===== src/rtl/wash_pkg.sv =====
// Shared types and display/light codes for the wash_run controller.
package wash_pkg;

    typedef enum logic [2:0] {IDLE, CHECK, REJECT, WASH, RINSE, SPIN, DONE} state_t;

    localparam logic [3:0] DIG_MINUS = 4'd10;
    localparam logic [3:0] DIG_P     = 4'd11;
    localparam logic [3:0] DIG_BLANK = 4'd15;

    localparam logic [2:0] LT_OFF   = 3'b000;
    localparam logic [2:0] LT_WASH  = 3'b001;
    localparam logic [2:0] LT_RINSE = 3'b011;
    localparam logic [2:0] LT_SPIN  = 3'b111;

endpackage


===== src/rtl/wash_run_if.sv =====
// Job-entry handshake plus display/status bundle between the entry stage and wash_run.
interface wash_run_if;
    logic       start_vld;
    logic       start_rdy;
    logic [3:0] bal_d1;
    logic [3:0] bal_d2;
    logic [3:0] bal_d3;
    logic [1:0] mode;
    logic       ack_pls;
    logic       pause_pls;
    logic       busy;
    logic       done_pls;
    logic [9:0] change;
    logic [3:0] dig0;
    logic [3:0] dig1;
    logic [3:0] dig2;
    logic [3:0] dig3;
    logic [2:0] st_light;

    modport master (
        output start_vld, bal_d1, bal_d2, bal_d3, mode, ack_pls, pause_pls,
        input  start_rdy, busy, done_pls, change, dig0, dig1, dig2, dig3, st_light
    );

    modport slave (
        input  start_vld, bal_d1, bal_d2, bal_d3, mode, ack_pls, pause_pls,
        output start_rdy, busy, done_pls, change, dig0, dig1, dig2, dig3, st_light
    );
endinterface


===== src/rtl/bin2bcd3.sv =====
// Combinational 10-bit binary (0..999) to three BCD digits.
module bin2bcd3 (
    input  logic [9:0] bin_i,
    output logic [3:0] bcd1_o,
    output logic [3:0] bcd2_o,
    output logic [3:0] bcd3_o
);
    always_comb begin
        bcd1_o = 4'(bin_i % 10'd10);
        bcd2_o = 4'((bin_i / 10'd10) % 10'd10);
        bcd3_o = 4'(bin_i / 10'd100);
    end
endmodule


===== src/rtl/wash_run.sv =====
// Wash job controller: prices a BCD balance, rejects or runs WASH->RINSE->SPIN, reports change.
// Optional pause feature enabled by defining WASH_RUN_PAUSE_EN.
module wash_run
    import wash_pkg::*;
#(
    parameter int unsigned TICK_CYCLES = 100_000_000,
    parameter int unsigned PRICE_BASE  = 5,
    parameter int unsigned WASH_S      = 30,
    parameter int unsigned RINSE_S     = 20,
    parameter int unsigned SPIN_S      = 10,
    parameter int unsigned REJECT_S    = 2
) (
    input  logic        clk,
    input  logic        rst,
    wash_run_if.slave   bus
);
    localparam int unsigned CNT_W = (TICK_CYCLES > 1) ? $clog2(TICK_CYCLES) : 1;
    localparam logic [CNT_W-1:0] CNT_LAST = CNT_W'(TICK_CYCLES - 1);

    state_t           state_q, state_d;
    logic [CNT_W-1:0] cnt_q, cnt_d;
    logic [9:0]       secs_q, secs_d;
    logic [9:0]       amt_q, amt_d;
    logic [9:0]       change_q, change_d;
    logic             done_q, done_d;
    logic [3:0]       bal1_q, bal1_d, bal2_q, bal2_d, bal3_q, bal3_d;
    logic [1:0]       mode_q, mode_d;
    logic             paused_q;

    logic             timed, running, tick, last_tick, bad_digit;
    logic [9:0]       mode_p1, price, bal, remaining, bcd_val;
    logic [3:0]       bcd1, bcd2, bcd3;

`ifdef WASH_RUN_PAUSE_EN
    logic paused_d;
`else
    logic unused_pause;
    assign unused_pause = bus.pause_pls;
    assign paused_q     = 1'b0;
`endif

    always_ff @(posedge clk) begin
        if (rst) begin
            state_q  <= IDLE;
            cnt_q    <= '0;
            secs_q   <= '0;
            amt_q    <= '0;
            change_q <= '0;
            done_q   <= 1'b0;
            bal1_q   <= '0;
            bal2_q   <= '0;
            bal3_q   <= '0;
            mode_q   <= '0;
        end else begin
            state_q  <= state_d;
            cnt_q    <= cnt_d;
            secs_q   <= secs_d;
            amt_q    <= amt_d;
            change_q <= change_d;
            done_q   <= done_d;
            bal1_q   <= bal1_d;
            bal2_q   <= bal2_d;
            bal3_q   <= bal3_d;
            mode_q   <= mode_d;
        end
    end

`ifdef WASH_RUN_PAUSE_EN
    always_ff @(posedge clk) begin
        if (rst) paused_q <= 1'b0;
        else     paused_q <= paused_d;
    end
`endif

    always_comb begin
        state_d   = state_q;
        cnt_d     = cnt_q;
        secs_d    = secs_q;
        amt_d     = amt_q;
        change_d  = change_q;
        done_d    = 1'b0;
        bal1_d    = bal1_q;
        bal2_d    = bal2_q;
        bal3_d    = bal3_q;
        mode_d    = mode_q;
`ifdef WASH_RUN_PAUSE_EN
        paused_d  = paused_q;
`endif
        running   = (state_q == WASH) || (state_q == RINSE) || (state_q == SPIN);
        timed     = running || (state_q == REJECT);
        tick      = timed && !paused_q && (cnt_q == CNT_LAST);
        last_tick = tick && (secs_q == 10'd1);
        mode_p1   = {8'd0, mode_q} + 10'd1;
        price     = 10'(PRICE_BASE) * mode_p1;
        bal       = {6'd0, bal3_q} * 10'd100 + {6'd0, bal2_q} * 10'd10 + {6'd0, bal1_q};
        bad_digit = (bal1_q > 4'd9) || (bal2_q > 4'd9) || (bal3_q > 4'd9);

        if (timed && !paused_q) cnt_d = tick ? '0 : cnt_q + CNT_W'(1);
        if (tick) secs_d = secs_q - 10'd1;
`ifdef WASH_RUN_PAUSE_EN
        if (running && bus.pause_pls) paused_d = !paused_q;
`endif

        case (state_q)
            IDLE: begin
                if (bus.start_vld) begin
                    bal1_d   = bus.bal_d1;
                    bal2_d   = bus.bal_d2;
                    bal3_d   = bus.bal_d3;
                    mode_d   = bus.mode;
                    change_d = '0;
                    state_d  = CHECK;
                end
            end
            CHECK: begin
                cnt_d = '0;
                if (bad_digit || (bal < price)) begin
                    amt_d   = bad_digit ? price : price - bal;
                    secs_d  = 10'(REJECT_S);
                    state_d = REJECT;
                end else begin
                    amt_d   = bal - price;
                    secs_d  = 10'(WASH_S) * mode_p1;
                    state_d = WASH;
                end
            end
            REJECT: if (last_tick) state_d = IDLE;
            WASH: begin
                if (last_tick) begin
                    secs_d  = 10'(RINSE_S);
                    state_d = RINSE;
                end
            end
            RINSE: begin
                if (last_tick) begin
                    secs_d  = 10'(SPIN_S);
                    state_d = SPIN;
                end
            end
            SPIN: begin
                if (last_tick) begin
                    change_d = amt_q;
                    done_d   = 1'b1;
                    state_d  = DONE;
                end
            end
            DONE: if (bus.ack_pls) state_d = IDLE;
            default: state_d = IDLE;
        endcase

`ifdef WASH_RUN_PAUSE_EN
        if (last_tick) paused_d = 1'b0;
`endif
    end

    // Remaining run time counts the current phase plus every phase still ahead.
    always_comb begin
        case (state_q)
            WASH:    remaining = secs_q + 10'(RINSE_S) + 10'(SPIN_S);
            RINSE:   remaining = secs_q + 10'(SPIN_S);
            default: remaining = secs_q;
        endcase
        bcd_val = running ? remaining : amt_q;
    end

    bin2bcd3 u_bcd (
        .bin_i  (bcd_val),
        .bcd1_o (bcd1),
        .bcd2_o (bcd2),
        .bcd3_o (bcd3)
    );

    always_comb begin
        bus.dig0     = DIG_BLANK;
        bus.dig1     = DIG_BLANK;
        bus.dig2     = DIG_BLANK;
        bus.dig3     = DIG_BLANK;
        bus.st_light = LT_OFF;
        case (state_q)
            REJECT: bus.dig0 = DIG_MINUS;
            WASH:   bus.st_light = LT_WASH;
            RINSE:  bus.st_light = LT_RINSE;
            SPIN:   bus.st_light = LT_SPIN;
            default: ;
        endcase
        if (running && paused_q) bus.dig0 = DIG_P;
        if (timed || (state_q == DONE)) begin
            bus.dig1 = bcd1;
            bus.dig2 = bcd2;
            bus.dig3 = bcd3;
        end
    end

    assign bus.start_rdy = (state_q == IDLE);
    assign bus.busy      = running;
    assign bus.done_pls  = done_q;
    assign bus.change    = change_q;

endmodule


===== src/flat_wrapper.sv =====
// flat-port wrapper written by rule: the top's interface ports become plain ports
module wash_run_flat import wash_pkg::*;
#(
    parameter int unsigned TICK_CYCLES = 100_000_000,
    parameter int unsigned PRICE_BASE  = 5,
    parameter int unsigned WASH_S      = 30,
    parameter int unsigned RINSE_S     = 20,
    parameter int unsigned SPIN_S      = 10,
    parameter int unsigned REJECT_S    = 2
)
  (clk, rst, bus_start_vld, bus_bal_d1, bus_bal_d2, bus_bal_d3, bus_mode, bus_ack_pls, bus_pause_pls, bus_start_rdy, bus_busy, bus_done_pls, bus_change, bus_dig0, bus_dig1, bus_dig2, bus_dig3, bus_st_light);
  wash_run_if bus_i ();
  input  logic clk;
  input  logic rst;
  input wire logic [$bits(bus_i.start_vld)-1:0] bus_start_vld;
  input wire logic [$bits(bus_i.bal_d1)-1:0] bus_bal_d1;
  input wire logic [$bits(bus_i.bal_d2)-1:0] bus_bal_d2;
  input wire logic [$bits(bus_i.bal_d3)-1:0] bus_bal_d3;
  input wire logic [$bits(bus_i.mode)-1:0] bus_mode;
  input wire logic [$bits(bus_i.ack_pls)-1:0] bus_ack_pls;
  input wire logic [$bits(bus_i.pause_pls)-1:0] bus_pause_pls;
  output wire logic [$bits(bus_i.start_rdy)-1:0] bus_start_rdy;
  output wire logic [$bits(bus_i.busy)-1:0] bus_busy;
  output wire logic [$bits(bus_i.done_pls)-1:0] bus_done_pls;
  output wire logic [$bits(bus_i.change)-1:0] bus_change;
  output wire logic [$bits(bus_i.dig0)-1:0] bus_dig0;
  output wire logic [$bits(bus_i.dig1)-1:0] bus_dig1;
  output wire logic [$bits(bus_i.dig2)-1:0] bus_dig2;
  output wire logic [$bits(bus_i.dig3)-1:0] bus_dig3;
  output wire logic [$bits(bus_i.st_light)-1:0] bus_st_light;
  assign bus_i.start_vld = bus_start_vld;
  assign bus_i.bal_d1 = bus_bal_d1;
  assign bus_i.bal_d2 = bus_bal_d2;
  assign bus_i.bal_d3 = bus_bal_d3;
  assign bus_i.mode = bus_mode;
  assign bus_i.ack_pls = bus_ack_pls;
  assign bus_i.pause_pls = bus_pause_pls;
  assign bus_start_rdy = bus_i.start_rdy;
  assign bus_busy = bus_i.busy;
  assign bus_done_pls = bus_i.done_pls;
  assign bus_change = bus_i.change;
  assign bus_dig0 = bus_i.dig0;
  assign bus_dig1 = bus_i.dig1;
  assign bus_dig2 = bus_i.dig2;
  assign bus_dig3 = bus_i.dig3;
  assign bus_st_light = bus_i.st_light;
  wash_run #(.TICK_CYCLES(TICK_CYCLES), .PRICE_BASE(PRICE_BASE), .WASH_S(WASH_S), .RINSE_S(RINSE_S), .SPIN_S(SPIN_S), .REJECT_S(REJECT_S)) u_core (.clk(clk), .rst(rst), .bus(bus_i));
endmodule

===== config.mk =====
export PLATFORM = sky130hd
export DESIGN_NAME = wash_run_flat
export DESIGN_NICKNAME = d
export VERILOG_FILES = /design/src/rtl/wash_pkg.sv /design/src/rtl/wash_run_if.sv /design/src/rtl/bin2bcd3.sv /design/src/rtl/wash_run.sv /design/src/flat_wrapper.sv
export SDC_FILE = /design/constraint.sdc
export NUM_CORES = 1
export LEC_CHECK = 0
export CAP_MARGIN = 5
export CORE_MARGIN = 2
export CORE_UTILIZATION = 62
export CTS_BUF_LIST = sky130_fd_sc_hd__clkbuf_4
export CTS_CLUSTER_SIZE = 10
export DETAILED_ROUTE_END_ITERATION = 10
export PLACE_DENSITY = 0.91
export REMOVE_ABC_BUFFERS = 1
export SYNTH_ARGS = -nofsm -noshare
export SYNTH_HDL_FRONTEND = slang
export SYNTH_HIERARCHICAL = 1
export SYNTH_SLANG_ARGS = --single-unit
export TNS_END_PERCENT = 1

===== constraint.sdc =====
create_clock -name clk -period 10.9 [get_ports clk]
set_input_delay 2.725 -clock clk [delete_from_list [all_inputs] [get_ports clk]]
set_output_delay 2.725 -clock clk [all_outputs]
set_load 0.02 [all_outputs]

**Word-level counts from Yosys, hierarchy flattened**

Index checks and enable logic that the tools add are counted.

- Register bits after elaboration: 75
- Bits of input ports: 19
- Output and inout port bits: 32
- Word-level logic and storage cells: 90

- Add/subtract/negate cells: 10
- Multipliers: 4
- Div/mod/pow operators: 4
- Order comparisons: 4
- Equal/unequal tests: 14
- Multiplexer cells: 27
- Bitwise operators: 1
- Reduce and logical (&&, ||, !) cells: 16

Operators by type and width:

| operator | count |
|---|---|
| two-way mux 10 bit | 9 |
| case mux 10 bit (2 select lines) | 2 |
| case mux 10 bit (3 select lines) | 1 |
| adder 27 x 1 -> 27 bit (second input constant) | 1 |
| == test 27 bit (second input constant) | 1 |
| two-way mux 27 bit | 1 |
| two-way mux 3 bit | 7 |
| case mux 3 bit (7 select lines) | 1 |
| adder 10 x 4 -> 10 bit (second input constant) | 2 |
| modulo 10 x 4 -> 10 bit (second input constant) | 2 |
| subtractor 10 bit | 2 |
| greater-than comparator 4 bit (second input constant) | 3 |
| two-way mux 4 bit | 3 |
| adder 10 x 4 -> 10 bit | 1 |
| adder 10 x 5 -> 10 bit (second input constant) | 1 |
| adder 10 x 8 -> 10 bit | 1 |
| divider 10 x 4 -> 10 bit (second input constant) | 1 |
| divider 10 x 7 -> 10 bit (second input constant) | 1 |
| == test 10 x 1 -> 1 bit (second input constant) | 1 |
| < comparator 10 bit | 1 |
| multiplier 3 x 10 -> 10 bit (first input constant) | 1 |
| multiplier 4 x 10 -> 9 bit (first input constant) | 1 |
| subtractor 10 x 1 -> 10 bit (second input constant) | 1 |
| == test 3 bit (second input constant) | 3 |
| other kinds (18) | 32 |

**Depth between registers and ports, before layout**

- Word-level depth: 8
- Gate-level depth with buffers: 40
- Depth with buffers taken out: 36

**By module**

Netlist, hierarchy kept.

Modules (own cells, without submodules):

| module | times used | cells an instance | area an instance (um^2) | seq. area each (um^2) |
|---|---|---|---|---|
| wash_run | 1 | 700 | 5,427.7 | 1,501.4 |
| bin2bcd3 | 1 | 315 | 2,160.8 | 0.0 |

**Least setup slack after synthesis**

OpenSTA, ideal clock, no wires.

- Path kind: reg2out
- Start point: register u_core.state_q[2]
- End point: output bus_dig2[2]
- Arrival time: 7,430 ps
- Data required time: 8,175 ps
- Slack: 745 ps
- Stages on the path, launching flop included: 39
- Buffers on the path: 5
- Cell sequence: dfxtp_1 > clkbuf_1 > nand2_1 > inv_1 > nand2_1 > o22ai_1 > and2_1 > nand4_1 > xor2_1 > a21oi_1 > buf_4 > buf_2 > buf_1 > o21ai_0 > a21oi_1 > ha_1 > nand2_1 > nor4_2 > [... 3 more ...] > nor2_1 > nor2_1 > ha_1 > a21o_1 > a22o_1 > a21oi_1 > nand2b_1 > nand2b_1 > a41o_1 > a41oi_1 > mux2i_1 > a211oi_1 > o221ai_2 > xnor2_2 > ha_1 > o221ai_1 > a22o_1 > or2_2

- Longest elaborated chain between the ends: 7
- Elaborated cells on any way between the ends: 14

RTL lines:

| item | RTL line | source |
|---|---|---|
| start, declared | wash_run.sv:20 | `state_t state_q, state_d;` |
| start signal, assigned | wash_run.sv:55 | `state_q <= state_d;` |
| parallel branches: the longest is 3 deep, another holds case mux 10 bit (2 select lines) | - |  |
| two-way mux 10 bit * | wash_run.sv:163 | `bcd_val = running ? remaining : amt_q;` |
| via u_core.bcd_val[9] | wash_run.sv:31 | `logic [9:0] mode_p1, price, bal, remaining, bcd_val;` |
| divider 10 x 4 -> 10 bit * | bin2bcd3.sv:10 | `bcd2_o = 4'((bin_i / 10'd10) % 10'd10);` |
| modulo 10 x 4 -> 10 bit * | bin2bcd3.sv:10 |  |
| via u_core.bcd2[2] | wash_run.sv:32 | `logic [3:0] bcd1, bcd2, bcd3;` |
| two-way mux 4 bit * | wash_run.sv:187 | `if (timed \|\| (state_q == DONE)) begin` |
| end, declared | flat_wrapper.sv:28 | `output wire logic [$bits(bus_i.dig2)-1:0] bus_dig2;` |

Mark *: on every way through the listed nets, which the timed path passes.

**Final worst setup path**

Same ends and word-level chain as after synthesis.

==> qor.yml <==
outcome:
  outcome: "complete, no violations"
synth:
  yosys.cell_types.count: 104
  synthArstFlopShare: 0
  yosys-top-cells-area: "dfxtp_1 (20%), ha_1 (9.7%), nand2_1 (5.8%)"
  syn_inst: 1015
  synth.most_common_cell: "nand2_1"
  syn-cell-area_um2: 7589
  synth_edf_count: 0
  synth_top_area_share: 0.1979
  ys_top_cells_by_count: "nand2_1 (118), nor2_1 (99), a21oi_1 (81)"
  yosysWarningCount: 6
  yosysSeqAreaShare: 0.1979
  avgSynthCellArea_um2: 7.476
  yosys_register_bits: 75
  yosys.area.top_type: "dfxtp_1"
  synthFlopType: "dfxtp_1"
cts:
  cts_buffers: 9
  insertion_delay_ps: 450
  htree_levels: 3
  clock_path_buffers: 2
  cts_hold_buf: 0
  cts_tree: "done"
  clk_pin_slew_ps: 130
  clock_sinks: 75
  cts-root-buf: "clkbuf_4"
grt:
  grt_pass1_vias: 6845
  grt_usage: 0.3026
  grt_overflow: 0
  grt_first_pass_wirelength_um: 32640
  grt_max_degree: 45
  antenna_found_initial: 0
layout:
  fillers: 951
  num_antenna_cells: 0
  syn_to_final_growth_pct: 10.54
  final_area_um2: 8388
  fin_util: 0.7013
  drive_gt1_frac: 0.1081
  fin_nets: 1137
timing:
  worst_pin_slew_ps: 1119
  setup_viol: 0
  whs_ps: 468.1
  period_share: 0.9734
  slew_headroom: 0.2480
  rsz0062_at_grt: "true"
  finalHoldViolCount: 0
  max_freq_mhz: 94.25
  finalSetupTns_ps: 0
  drv_slew: 0
  skew_ps: 17.79
  period_needed_ps: 10610
die:
  die_y_um: 114.6
  ios: 51
  core-area_um2: 11960
  num_rows: 40
  start_util: 0.6344
  die_area_um2: 13140
  die_x_um: 114.6
worst_setup_path:
  required_ps: 8180
  path_class: "register to output port"
  rr_worst_depth: 12
  cpPeakStageDelay_ps: 450
  worst-endpoint-arrival_ps: 7890
  cpMaxStageDelayCell: "dfxtp_1"
  start_kind: "register"
  cp_top_family: "compound AO/OA/AOI/OAI gates"
  cp-end-kind: "output port"
  crit_cells: 35
  critical_path.max_fanout: 14
  worst-path-buf-inv: 3
job:
  drv_cap: 0
drt:
  drt_iter0_drc: 810
  final_antenna_net_count: 0
  vias: 7679
  post_drt_wl_per_cell_um: 16.52
  routed_via_density: 6.389
  dr.pass1.iters: 6
  wl_um: 19850
  drc: 0
min_path:
  hp-class: "register to register"
  hold_path_depth: 2
placed_design:
  portBuffers: 47
  dp_hpwl_um: 14590
  placed_area_um2: 8167
  place_congestion: 0.9533
kinds of logic (layout without fill, tap and decap cells):
family                   Yosys count  after routing  share of synthesized area
AO/OA/AOI/OAI                    273            273                     0.2470
adder cells (fa/ha/maj)           69             69                     0.1210
other                              2              3                  0.0009897
flip-flops                        75             75                     0.1979
AND/OR/NAND/NOR                  406            406                     0.2683
buffers and inverters            108            147                    0.06546
XOR/XNOR                          70             70                    0.08277
multiplexers                      12             12                    0.01665
timing repair:
| action | CTS | global route |
|---|---|---|
| buffers inserted | 4 | 3 |
| pin swaps | 2 | 2 |
| gates resized for setup | 5 | 12 |
| setup endpoints to repair | 3 | 3 |
cells in the final DEF (no fill, tap or decap), types with 9 or more instances in the layout:
| cell | n |
|---|---|
| nand2b_1 | 15 |
| nor3_1 | 26 |
| or2_2 | 17 |
| inv_1 | 48 |
| o22ai_1 | 13 |
| clkbuf_4 | 9 |
| xor2_1 | 34 |
| nor2b_1 | 14 |
| nand3_1 | 38 |
| clkdlybuf4s50_1 | 44 |
| nand4_1 | 11 |
| ha_1 | 59 |
| a21oi_1 | 77 |
| buf_4 | 30 |
| o211ai_1 | 22 |
| nand2_1 | 117 |
| o21ai_0 | 41 |
| nor4_1 | 10 |
| nor2_1 | 98 |
| dfxtp_1 | 73 |
| xnor2_1 | 34 |
| a31oi_1 | 9 |
registers in the layout, indices dropped and copies added (netlist names):
register             flops
u_core/bal2_q            4
u_core/secs_q           10
u_core/bal1_q            4
u_core/mode_q            2
u_core/bal3_q            4
u_core/bus.change       10
u_core/cnt_q            27
u_core/state_q           3
u_core/bus.done_pls      1
u_core/amt_q            10
final timing paths:
check                                                        from                                 to  slack, ps
worst max-delay path               u_core/state_q[2]$_SDFFE_PP0P_                        bus_dig2[2]        290
worst min-delay path            u_core/bus.change[2]$_SDFFE_PP0P_  u_core/bus.change[2]$_SDFFE_PP0P_        470
worst max register to register      u_core/bal2_q[3]$_SDFFE_PP0P_       u_core/amt_q[2]$_SDFFE_PP0P_       6180
worst min register to register  u_core/bus.change[2]$_SDFFE_PP0P_  u_core/bus.change[2]$_SDFFE_PP0P_        470
metal layers:
| metal | vias up | part of all wire | GRT usage |
|---|---|---|---|
| met2 | 352 | 0.45 | 0.4694 |
| met1 | 3583 | 0.45 | 0.4175 |
| met3 | 47 | 0.086 | 0.05929 |
| met4 | 0 | 0.021 | 0.1098 |
| li1 | 3697 | - | - |
| met5 | - | 0 | 0 |
final cells by class:
| cell class | instances | area (um^2) | share of cell area |
|---|---|---|---|
| multi-input cells | 833 | 5653 | 0.6739 |
| repair buffers | 80 | 745.7 | 0.08890 |
| inverters | 52 | 197.7 | 0.02357 |
| clock buffers | 9 | 67.56 | 0.008055 |
| well taps | 147 | 183.9 | 0.02193 |
| clock inverters | 6 | 33.78 | 0.004027 |
| flip-flops and latches | 75 | 1506 | 0.1796 |
per-stage QoR:
step / setup slack, ps / std cells
floorplan: -434.2 / 960
global placement: 448.3 / 1180
detailed placement: 282.5 / 1180
CTS: 4.274 / 1199
global route: -222.2 / 1202
finish: 289.4 / 1202
worst min-delay path, delay by kind of cell (launching register included):
kind             cells  cell delay [ps]
AO/OA/AOI/OAI        1               50
flip-flops           1              330
AND/OR/NAND/NOR      1               50
Power is left out: the tool's default activity adds up to more than one toggle a clock period on the data nets, which glitch-free logic cannot reach.
